===== src/rtl/gpr_wb_scheduler_if.sv =====
// Handshake and write-port bundle between the IDU, the EXU/LSU writeback
// sources, the GPR write port and the writeback scheduler.
// The slave modport is the scheduler's view. The master modport is the view
// of the surrounding pipeline that drives issue and writeback requests.
interface gpr_wb_scheduler_if #(
    parameter int NR_REG = 16
);
    // issue side (IDU)
    logic              iss_valid;
    logic              iss_ready;
    logic [4:0]        iss_rs1;
    logic [4:0]        iss_rs2;
    logic [4:0]        iss_rd;
    logic              iss_wen;

    // EXU writeback request
    logic              exu_valid;
    logic              exu_ready;
    logic [4:0]        exu_rd;
    logic [31:0]       exu_data;

    // LSU writeback request
    logic              lsu_valid;
    logic              lsu_ready;
    logic [4:0]        lsu_rd;
    logic [31:0]       lsu_data;

    // GPR write port and status
    logic              gpr_wen;
    logic [4:0]        gpr_waddr;
    logic [31:0]       gpr_wdata;
    logic [NR_REG-1:0] busy_vec;
    logic              err;

    modport slave (
        input  iss_valid, iss_rs1, iss_rs2, iss_rd, iss_wen,
        input  exu_valid, exu_rd, exu_data,
        input  lsu_valid, lsu_rd, lsu_data,
        output iss_ready, exu_ready, lsu_ready,
        output gpr_wen, gpr_waddr, gpr_wdata, busy_vec, err
    );

    modport master (
        output iss_valid, iss_rs1, iss_rs2, iss_rd, iss_wen,
        output exu_valid, exu_rd, exu_data,
        output lsu_valid, lsu_rd, lsu_data,
        input  iss_ready, exu_ready, lsu_ready,
        input  gpr_wen, gpr_waddr, gpr_wdata, busy_vec, err
    );
endinterface


===== src/rtl/gpr_wb_scheduler.sv =====
// Scoreboard and write-port arbiter for the single-write-port GPR file.
// Tracks registers with a pending write, stalls issue on RAW/WAW hazards,
// and shares the one GPR write port between EXU and LSU round-robin.
//
// Arbiter preference state:
//   state    | meaning
//   PREF_EXU | EXU wins when both units request (reset state)
//   PREF_LSU | LSU wins when both units request
//
// A register being written by the write stage is already "retired" for
// error checking purposes: a second writeback to it in that cycle is
// reported, even though busy_vec still shows it until the GPR captures.
module gpr_wb_scheduler #(
    parameter int NR_REG = 16
) (
    input logic              clock,
    input logic              reset,
    gpr_wb_scheduler_if.slave bus
);

    typedef enum logic {
        PREF_EXU = 1'b0,
        PREF_LSU = 1'b1
    } pref_t;

    pref_t             pref_q;
    logic [NR_REG-1:0] busy_q;
    logic [NR_REG-1:0] busy_nxt;
    logic              wen_q;
    logic [4:0]        waddr_q;
    logic [31:0]       wdata_q;
    logic              err_q;

    // busy/pending views widened to the full 5-bit index space
    logic [31:0]       busy_ext;
    logic [31:0]       pend_ext;

    logic              iss_ready;
    logic              iss_fire;
    logic              iss_bad;
    logic              set_en;
    logic              exu_ready;
    logic              lsu_ready;
    logic              exu_fire;
    logic              lsu_fire;
    logic              wb_fire;
    logic [4:0]        wb_rd;
    logic [31:0]       wb_data;
    logic              wb_rd_ok;
    logic              wb_write;
    logic              wb_err;

    function automatic logic reg_ok(input logic [4:0] r);
        return int'(r) < NR_REG;
    endfunction

    // Expose scoreboard to 5-bit indexing; indices past NR_REG read as idle.
    always_comb begin
        busy_ext = '0;
        for (int i = 0; i < NR_REG; i++) begin
            busy_ext[i] = busy_q[i];
        end
        pend_ext = busy_ext;
        if (wen_q) begin
            pend_ext[waddr_q] = 1'b0;
        end
    end

    // Issue hazard check and writeback arbitration.
    always_comb begin
        iss_ready = !busy_ext[bus.iss_rs1] && !busy_ext[bus.iss_rs2]
                    && !(bus.iss_wen && busy_ext[bus.iss_rd]);
        iss_fire  = bus.iss_valid && iss_ready;
        iss_bad   = iss_fire && (!reg_ok(bus.iss_rs1) || !reg_ok(bus.iss_rs2)
                                 || !reg_ok(bus.iss_rd));
        set_en    = iss_fire && bus.iss_wen && (bus.iss_rd != 5'd0)
                    && reg_ok(bus.iss_rd);

        exu_ready = !(bus.lsu_valid && (pref_q == PREF_LSU));
        lsu_ready = !(bus.exu_valid && (pref_q == PREF_EXU));
        exu_fire  = bus.exu_valid && exu_ready;
        lsu_fire  = bus.lsu_valid && lsu_ready;
        wb_fire   = exu_fire || lsu_fire;
        wb_rd     = exu_fire ? bus.exu_rd   : bus.lsu_rd;
        wb_data   = exu_fire ? bus.exu_data : bus.lsu_data;
        wb_rd_ok  = reg_ok(wb_rd);
        wb_write  = wb_fire && wb_rd_ok && (wb_rd != 5'd0);
        wb_err    = wb_fire && (!wb_rd_ok
                                || ((wb_rd != 5'd0) && !pend_ext[wb_rd]));
    end

    // Next scoreboard: clear the register the GPR captures now; issue set wins.
    always_comb begin
        busy_nxt = busy_q;
        for (int i = 0; i < NR_REG; i++) begin
            if (wen_q && (int'(waddr_q) == i)) begin
                busy_nxt[i] = 1'b0;
            end
            if (set_en && (int'(bus.iss_rd) == i)) begin
                busy_nxt[i] = 1'b1;
            end
        end
        busy_nxt[0] = 1'b0;
    end

    // Scoreboard register.
    always_ff @(posedge clock or posedge reset) begin
        if (reset) begin
            busy_q <= '0;
        end else begin
            busy_q <= busy_nxt;
        end
    end

    // Round-robin preference: after a grant the other unit is preferred.
    always_ff @(posedge clock or posedge reset) begin
        if (reset) begin
            pref_q <= PREF_EXU;
        end else begin
            case (pref_q)
                PREF_EXU: if (exu_fire) pref_q <= PREF_LSU;
                PREF_LSU: if (lsu_fire) pref_q <= PREF_EXU;
                default:  pref_q <= PREF_EXU;
            endcase
        end
    end

    // Registered GPR write stage; address/data hold when idle.
    always_ff @(posedge clock or posedge reset) begin
        if (reset) begin
            wen_q   <= 1'b0;
            waddr_q <= '0;
            wdata_q <= '0;
        end else begin
            wen_q <= wb_write;
            if (wb_write) begin
                waddr_q <= wb_rd;
                wdata_q <= wb_data;
            end
        end
    end

    // Sticky protocol-error flag.
    always_ff @(posedge clock or posedge reset) begin
        if (reset) begin
            err_q <= 1'b0;
        end else if (iss_bad || wb_err) begin
            err_q <= 1'b1;
        end
    end

    assign bus.iss_ready = iss_ready;
    assign bus.exu_ready = exu_ready;
    assign bus.lsu_ready = lsu_ready;
    assign bus.gpr_wen   = wen_q;
    assign bus.gpr_waddr = waddr_q;
    assign bus.gpr_wdata = wdata_q;
    assign bus.busy_vec  = busy_q;
    assign bus.err       = err_q;

endmodule


===== src/flat_wrapper.sv =====
// flat-port wrapper written by rule: the top's interface ports become plain ports
module gpr_wb_scheduler_flat 
#(
    parameter int NR_REG = 16
)
  (clock, reset, bus_iss_valid, bus_iss_rs1, bus_iss_rs2, bus_iss_rd, bus_iss_wen, bus_exu_valid, bus_exu_rd, bus_exu_data, bus_lsu_valid, bus_lsu_rd, bus_lsu_data, bus_iss_ready, bus_exu_ready, bus_lsu_ready, bus_gpr_wen, bus_gpr_waddr, bus_gpr_wdata, bus_busy_vec, bus_err);
  gpr_wb_scheduler_if #(.NR_REG(NR_REG)) bus_i ();
  input logic clock;
  input logic reset;
  input wire logic [$bits(bus_i.iss_valid)-1:0] bus_iss_valid;
  input wire logic [$bits(bus_i.iss_rs1)-1:0] bus_iss_rs1;
  input wire logic [$bits(bus_i.iss_rs2)-1:0] bus_iss_rs2;
  input wire logic [$bits(bus_i.iss_rd)-1:0] bus_iss_rd;
  input wire logic [$bits(bus_i.iss_wen)-1:0] bus_iss_wen;
  input wire logic [$bits(bus_i.exu_valid)-1:0] bus_exu_valid;
  input wire logic [$bits(bus_i.exu_rd)-1:0] bus_exu_rd;
  input wire logic [$bits(bus_i.exu_data)-1:0] bus_exu_data;
  input wire logic [$bits(bus_i.lsu_valid)-1:0] bus_lsu_valid;
  input wire logic [$bits(bus_i.lsu_rd)-1:0] bus_lsu_rd;
  input wire logic [$bits(bus_i.lsu_data)-1:0] bus_lsu_data;
  output wire logic [$bits(bus_i.iss_ready)-1:0] bus_iss_ready;
  output wire logic [$bits(bus_i.exu_ready)-1:0] bus_exu_ready;
  output wire logic [$bits(bus_i.lsu_ready)-1:0] bus_lsu_ready;
  output wire logic [$bits(bus_i.gpr_wen)-1:0] bus_gpr_wen;
  output wire logic [$bits(bus_i.gpr_waddr)-1:0] bus_gpr_waddr;
  output wire logic [$bits(bus_i.gpr_wdata)-1:0] bus_gpr_wdata;
  output wire logic [$bits(bus_i.busy_vec)-1:0] bus_busy_vec;
  output wire logic [$bits(bus_i.err)-1:0] bus_err;
  assign bus_i.iss_valid = bus_iss_valid;
  assign bus_i.iss_rs1 = bus_iss_rs1;
  assign bus_i.iss_rs2 = bus_iss_rs2;
  assign bus_i.iss_rd = bus_iss_rd;
  assign bus_i.iss_wen = bus_iss_wen;
  assign bus_i.exu_valid = bus_exu_valid;
  assign bus_i.exu_rd = bus_exu_rd;
  assign bus_i.exu_data = bus_exu_data;
  assign bus_i.lsu_valid = bus_lsu_valid;
  assign bus_i.lsu_rd = bus_lsu_rd;
  assign bus_i.lsu_data = bus_lsu_data;
  assign bus_iss_ready = bus_i.iss_ready;
  assign bus_exu_ready = bus_i.exu_ready;
  assign bus_lsu_ready = bus_i.lsu_ready;
  assign bus_gpr_wen = bus_i.gpr_wen;
  assign bus_gpr_waddr = bus_i.gpr_waddr;
  assign bus_gpr_wdata = bus_i.gpr_wdata;
  assign bus_busy_vec = bus_i.busy_vec;
  assign bus_err = bus_i.err;
  gpr_wb_scheduler #(.NR_REG(NR_REG)) u_core (.clock(clock), .reset(reset), .bus(bus_i));
endmodule

===== config.mk =====
export PLATFORM = sky130hd
export DESIGN_NAME = gpr_wb_scheduler_flat
export DESIGN_NICKNAME = d
export VERILOG_FILES = /design/src/rtl/gpr_wb_scheduler_if.sv /design/src/rtl/gpr_wb_scheduler.sv /design/src/flat_wrapper.sv
export SDC_FILE = /design/constraint.sdc
export NUM_CORES = 1
export LEC_CHECK = 0
export ABC_AREA = 1
export CORE_ASPECT_RATIO = 1.2
export CORE_MARGIN = 2
export CORE_UTILIZATION = 41
export DETAILED_ROUTE_END_ITERATION = 10
export HOLD_SLACK_MARGIN = 0.06
export PLACE_DENSITY = 0.78
export SYNTH_ARGS = -nofsm -noshare
export SYNTH_HDL_FRONTEND = slang
export SYNTH_SLANG_ARGS = --single-unit

===== constraint.sdc =====
create_clock -name clock -period 2.65 [get_ports clock]
set_input_delay 0.53 -clock clock [delete_from_list [all_inputs] [get_ports clock]]
set_output_delay 0.53 -clock clock [all_outputs]
set_load 0.02 [all_outputs]

# Word-level counts from Yosys, hierarchy flattened
# Index checks and enable logic that the tools add are counted.
# totals
regBits	55
inputBits	95
output_inout_bits	58
# classes
order_cmp	10
n_eq_ne	30
mux	46
n_bitwise	3
reduce_logical	79
# op_table
operator	count
5-bit equality test, second input constant	16
32-bit two-way mux	2
1-bit logical AND	47
5-bit by 4-bit equality test with 1-bit output, second input constant	8
1-bit two-way mux	37
16-bit by 32-bit bitwise AND with 32-bit output	1
32-bit NOT	1
5-bit by 6-bit < comparator with 1-bit output, second input constant	5
2-bit nonzero test	15
1-bit binary-select mux with 5-bit select	4
5-bit by 3-bit equality test with 1-bit output, second input constant	4
5-bit < comparator, second input constant	4
5-bit by 2-bit equality test with 1-bit output, second input constant	2
1-bit zero test	10
5-bit nonzero test	2
1-bit demux with 5-bit select	1
5-bit by 1-bit >= comparator with 1-bit output, second input constant	1
1-bit logical OR	5
5-bit two-way mux	1
1-bit one-hot mux with 2 select lines	1
1-bit NOT	1

# Logic depth before layout (Yosys ltp)
# depth
ltp_word	14
mapped_depth	14
depth_no_buf	12

# Worst setup path before layout
# No wires, ideal clock.
# synth_timing
path_kind	input to output
from	in bus_iss_rd[0]
to	out bus_iss_ready
arrival_time_ns	1.691
path_slack_ns	0.429
path_stages	12
n_path_buf	3
path_cell_list	buf_4 -> buf_6 -> nand2_1 -> nand2_1 -> nand2_1 -> nand2_1 -> nand2_1 -> nand2_1 -> o21ai_2 -> nand2_1 -> a21oi_2 -> buf_4
# synth_via
elab_chain_len	5
# synth_lines
item	line_no	text
from (decl)	flat_wrapper.sv:13	input wire logic [$bits(bus_i.iss_rd)-1:0] bus_iss_rd;
1-bit binary-select mux with 5-bit select	gpr_wb_scheduler.sv:72	&& !(bus.iss_wen && busy_ext[bus.iss_rd]);
1-bit two-way mux (not written as such)	gpr_wb_scheduler.sv:72	
1-bit logical AND	gpr_wb_scheduler.sv:72	
1-bit zero test	gpr_wb_scheduler.sv:72	
1-bit logical AND	gpr_wb_scheduler.sv:72	
to (decl)	flat_wrapper.sv:21	output wire logic [$bits(bus_i.iss_ready)-1:0] bus_iss_ready;
# No other way between the ends. The select of a mux whose other input is x is not followed.

# Worst setup path in the final report
# layout_timing
from	in bus_iss_rs1[0]
to	out bus_iss_ready
# layout_via
elab_chain_len	5
# layout_lines
item	line_no	text
from (decl)	flat_wrapper.sv:11	input wire logic [$bits(bus_i.iss_rs1)-1:0] bus_iss_rs1;
1-bit binary-select mux with 5-bit select	gpr_wb_scheduler.sv:71	iss_ready = !busy_ext[bus.iss_rs1] && !busy_ext[bus.iss_rs2]
1-bit two-way mux (not written as such)	gpr_wb_scheduler.sv:71	
1-bit zero test	gpr_wb_scheduler.sv:71	
1-bit logical AND	gpr_wb_scheduler.sv:71	
1-bit logical AND	gpr_wb_scheduler.sv:72	
# No other way between the ends. The select of a mux whose other input is x is not followed.

==> results.yml <==
outcome:
  status: "completed"
route:
  drt_pre_antenna_iters: 5
  routed_wl_um: 12200
  route.vias.total: 4197
  routed_via_density: 5.20
  drc_errors: 0
  wl_per_cell_um: 15.1
  first_iter_violations: 258
  route.antenna.remaining_nets: 0
worst_setup_path:
  worstPathRequired_ns: 2.12
  cp_max_fo: 13
  slowest_stage: "clkdlybuf4s50_1"
  critPathMaxStageDelay_ns: 0.40
  cp-start-kind: "primary input"
  worstPathCellList: "clkdlybuf4s50_1, buf_4, inv_1, nand2_1, nand3_1, nand3_1, nand3_1, nand2_1, a21oi_2, buf_4"
  critPathArrivalTime_ns: 1.96
  worst_setup_path_end_kind: "primary output"
  worst-setup-path-type: "primary input to primary output"
  cpMostUsedCell: "nand3_1"
synth:
  ys_seq_elements: 55
  syn_inst: 532
  synth-edff-count: 0
  yosysSeqAreaShare_pct: 38.4
  syn_area_per_cell_um2: 6.73
  syn-num-nets: 627
  synth_area_um2: 3580
  async_flop_share_pct: 100
  synth_warnings: 0
  ys_types: 29
  synth_most_common_cell: "nand2_1"
  synth_top_cell_area_share_pct: 38.4
  synthTopCellsByCount: "152 x nand2_1, 88 x nand3_1, 69 x nor2_1"
  synth_top_cell_by_area: "dfrtp_1"
  ys.flop_type: "dfrtp_1"
  synth.area.top_cells: "dfrtp_1 38%, nand2_1 16%, nand3_1 12%"
place:
  dp_hpwl_um: 9610
  gp_congestion: 0.989
  numPortBuffers: 151
  pre_cts_ws_ns: -0.469
timing:
  max_clock_freq_mhz: 402
  rsz0062_at_grt: "no"
  skew_ns: 0.0105
  worst_pin_slew_ns: 0.574
  period_needed_ns: 2.49
  slew_headroom_pct: 61.6
  setup_viol: 0
  whs_ns: 0.492
  final_hold_viol_count: 0
  layout_setup_ws_ns: 0.161
  drv_slew: 0
  finalCritPeriodShare_pct: 93.9
min_path:
  hold_class: "primary input to asynchronous set/reset pin"
die:
  start_util_pct: 42.1
  die-area_um2: 9500
  io-pin-count: 153
  core_area_um2: 8520
  fp.dieH_um: 106
  dieWidth_um: 89.3
  rows: 37
layout:
  diodes: 0
  drive_above_1_share_pct: 7.54
  final_util_pct: 63.3
  areaGrowthSynthToFinish_pct: 50.5
  final_nets: 784
  fillers: 818
global_routing:
  grt_use_total_pct: 26.4
  grt_max_degree: 34
  grt_pass1_wl_um: 19600
  grt-ovfl-total: 0
  first_global_vias: 4297
  antenna_found_initial: 0
clocking:
  cts_tree: "built"
  clkTransAtPathRegs_ns: 0.10
  htree_levels: 2
  cts_buffers: 5
  root_buffer: "clkbuf_8"
  clockBufferDepth: 2
  worstSkewPairLatency_ns: 0.31
  numClockSinks: 55
pwr:
  power.density_nw_per_um2: 734
  vdd_drop_max_uv: 382
  p_leak_nw: 2.54
flow_run:
  cap_violations: 0
## flip-flops by register name, indices dropped and copies added, names as in the netlist
| register | cells |
|---|---|
| u_core.bus.busy_vec | 15 |
| u_core.bus.err | 1 |
| u_core.bus.gpr_waddr | 5 |
| u_core.bus.gpr_wdata | 32 |
| u_core.bus.gpr_wen | 1 |
| u_core.pref_q | 1 |
## cells in the final DEF, fill, tap and decap left out, types with 4 or more instances in the layout
| cell type | count |
|---|---|
| clkbuf_8 | 7 |
| a31oi_1 | 32 |
| buf_4 | 25 |
| nand2_4 | 4 |
| o21ai_1 | 4 |
| inv_2 | 6 |
| dfrtp_1 | 55 |
| nand3_1 | 88 |
| o21ai_0 | 6 |
| nor2_1 | 69 |
| nand4_1 | 16 |
| nand2_1 | 152 |
| inv_1 | 53 |
| clkdlybuf4s50_1 | 147 |
## report_power, final
part           internal, mW  switching, mW
registers              1.09          0.292
clock network         0.239          0.283
logic                 0.922           1.13
total                  2.26           1.70
## worst paths after layout
path | from | end | slack, ns | cells past startpoint
worst max-delay path | bus_iss_rs1[0] | bus_iss_ready | 0.16 | 10
worst min-delay path | reset | u_core.bus.busy_vec[5]$_DFFE_PP0P_ | 0.49 | 2
worst max register to register | u_core.pref_q$_DFF_PP0_ | u_core.bus.gpr_wdata[5]$_DFFE_PP0P_ | 0.65 | 9
worst min register to register | u_core.bus.err$_DFFE_PP0P_ | u_core.bus.err$_DFFE_PP0P_ | 0.50 | 2
max in group asynchronous | reset | u_core.bus.gpr_wdata[30]$_DFFE_PP0P_ | 1.49 | 3
min in group clock | u_core.bus.err$_DFFE_PP0P_ | u_core.bus.err$_DFFE_PP0P_ | 0.50 | 2
## through the flow
step / area, um^2 / power [mW] / std cells / TNS [ns]
final: 5390 / 3.96 / 807 / 0
after global placement: 5290 / 3.40 / 799 / -0.386
after CTS: 5380 / 3.97 / 807 / 0
after floorplan: 3580 / 2.39 / 532 / 0
after detailed placement: 5290 / 3.44 / 799 / -0.469
after global routing: 5390 / 4.22 / 807 / 0
## cell families after synthesis
| logic type | share of synthesized area [%] |
|---|---|
| DFF | 38.4 |
| and+or+nand+nor | 41.0 |
| AOI/OAI and AO/OA | 9.15 |
| muxes | 0.279 |
| other | 0.105 |
| buffers and inverters | 11.0 |
## critical path, delay by kind of cell
| kind | cells | cell delay [ns] |
|---|---|---|
| and+or+nand+nor | 5 | 0.40 |
| AOI/OAI and AO/OA | 1 | 0.18 |
| buffers and inverters | 4 | 0.84 |
## per-layer routing
layer | share of wire, % | track usage [%] | routed length, um
met3 | 9.6 | 8.23 | 1180
met1 | 37 | 29.0 | 4550
met5 | 0 | 0 | 0
met2 | 48 | 45.4 | 5910
met4 | 4.8 | 12.3 | 585
## timing repair
item	in CTS	in global routing
hold buffers	0	0
gates cloned	0	0
endpoints found under the setup margin	1	1
setup buffers	0	0
endpoints found under the hold margin	0	0
resized for setup	5	3
## area by class of cell
class / count / area [um^2] / area share (%)
clock inverters: 1 / 7.51 / 0.139
repair buffers: 177 / 1730 / 32.1
clock buffers: 7 / 96.3 / 1.79
multi-input cells: 391 / 1810 / 33.6
flip-flops and latches: 55 / 1380 / 25.5
inverters: 59 / 221 / 4.11
well taps: 117 / 146 / 2.72
Note: power is estimated with default switching activity, not from simulation.
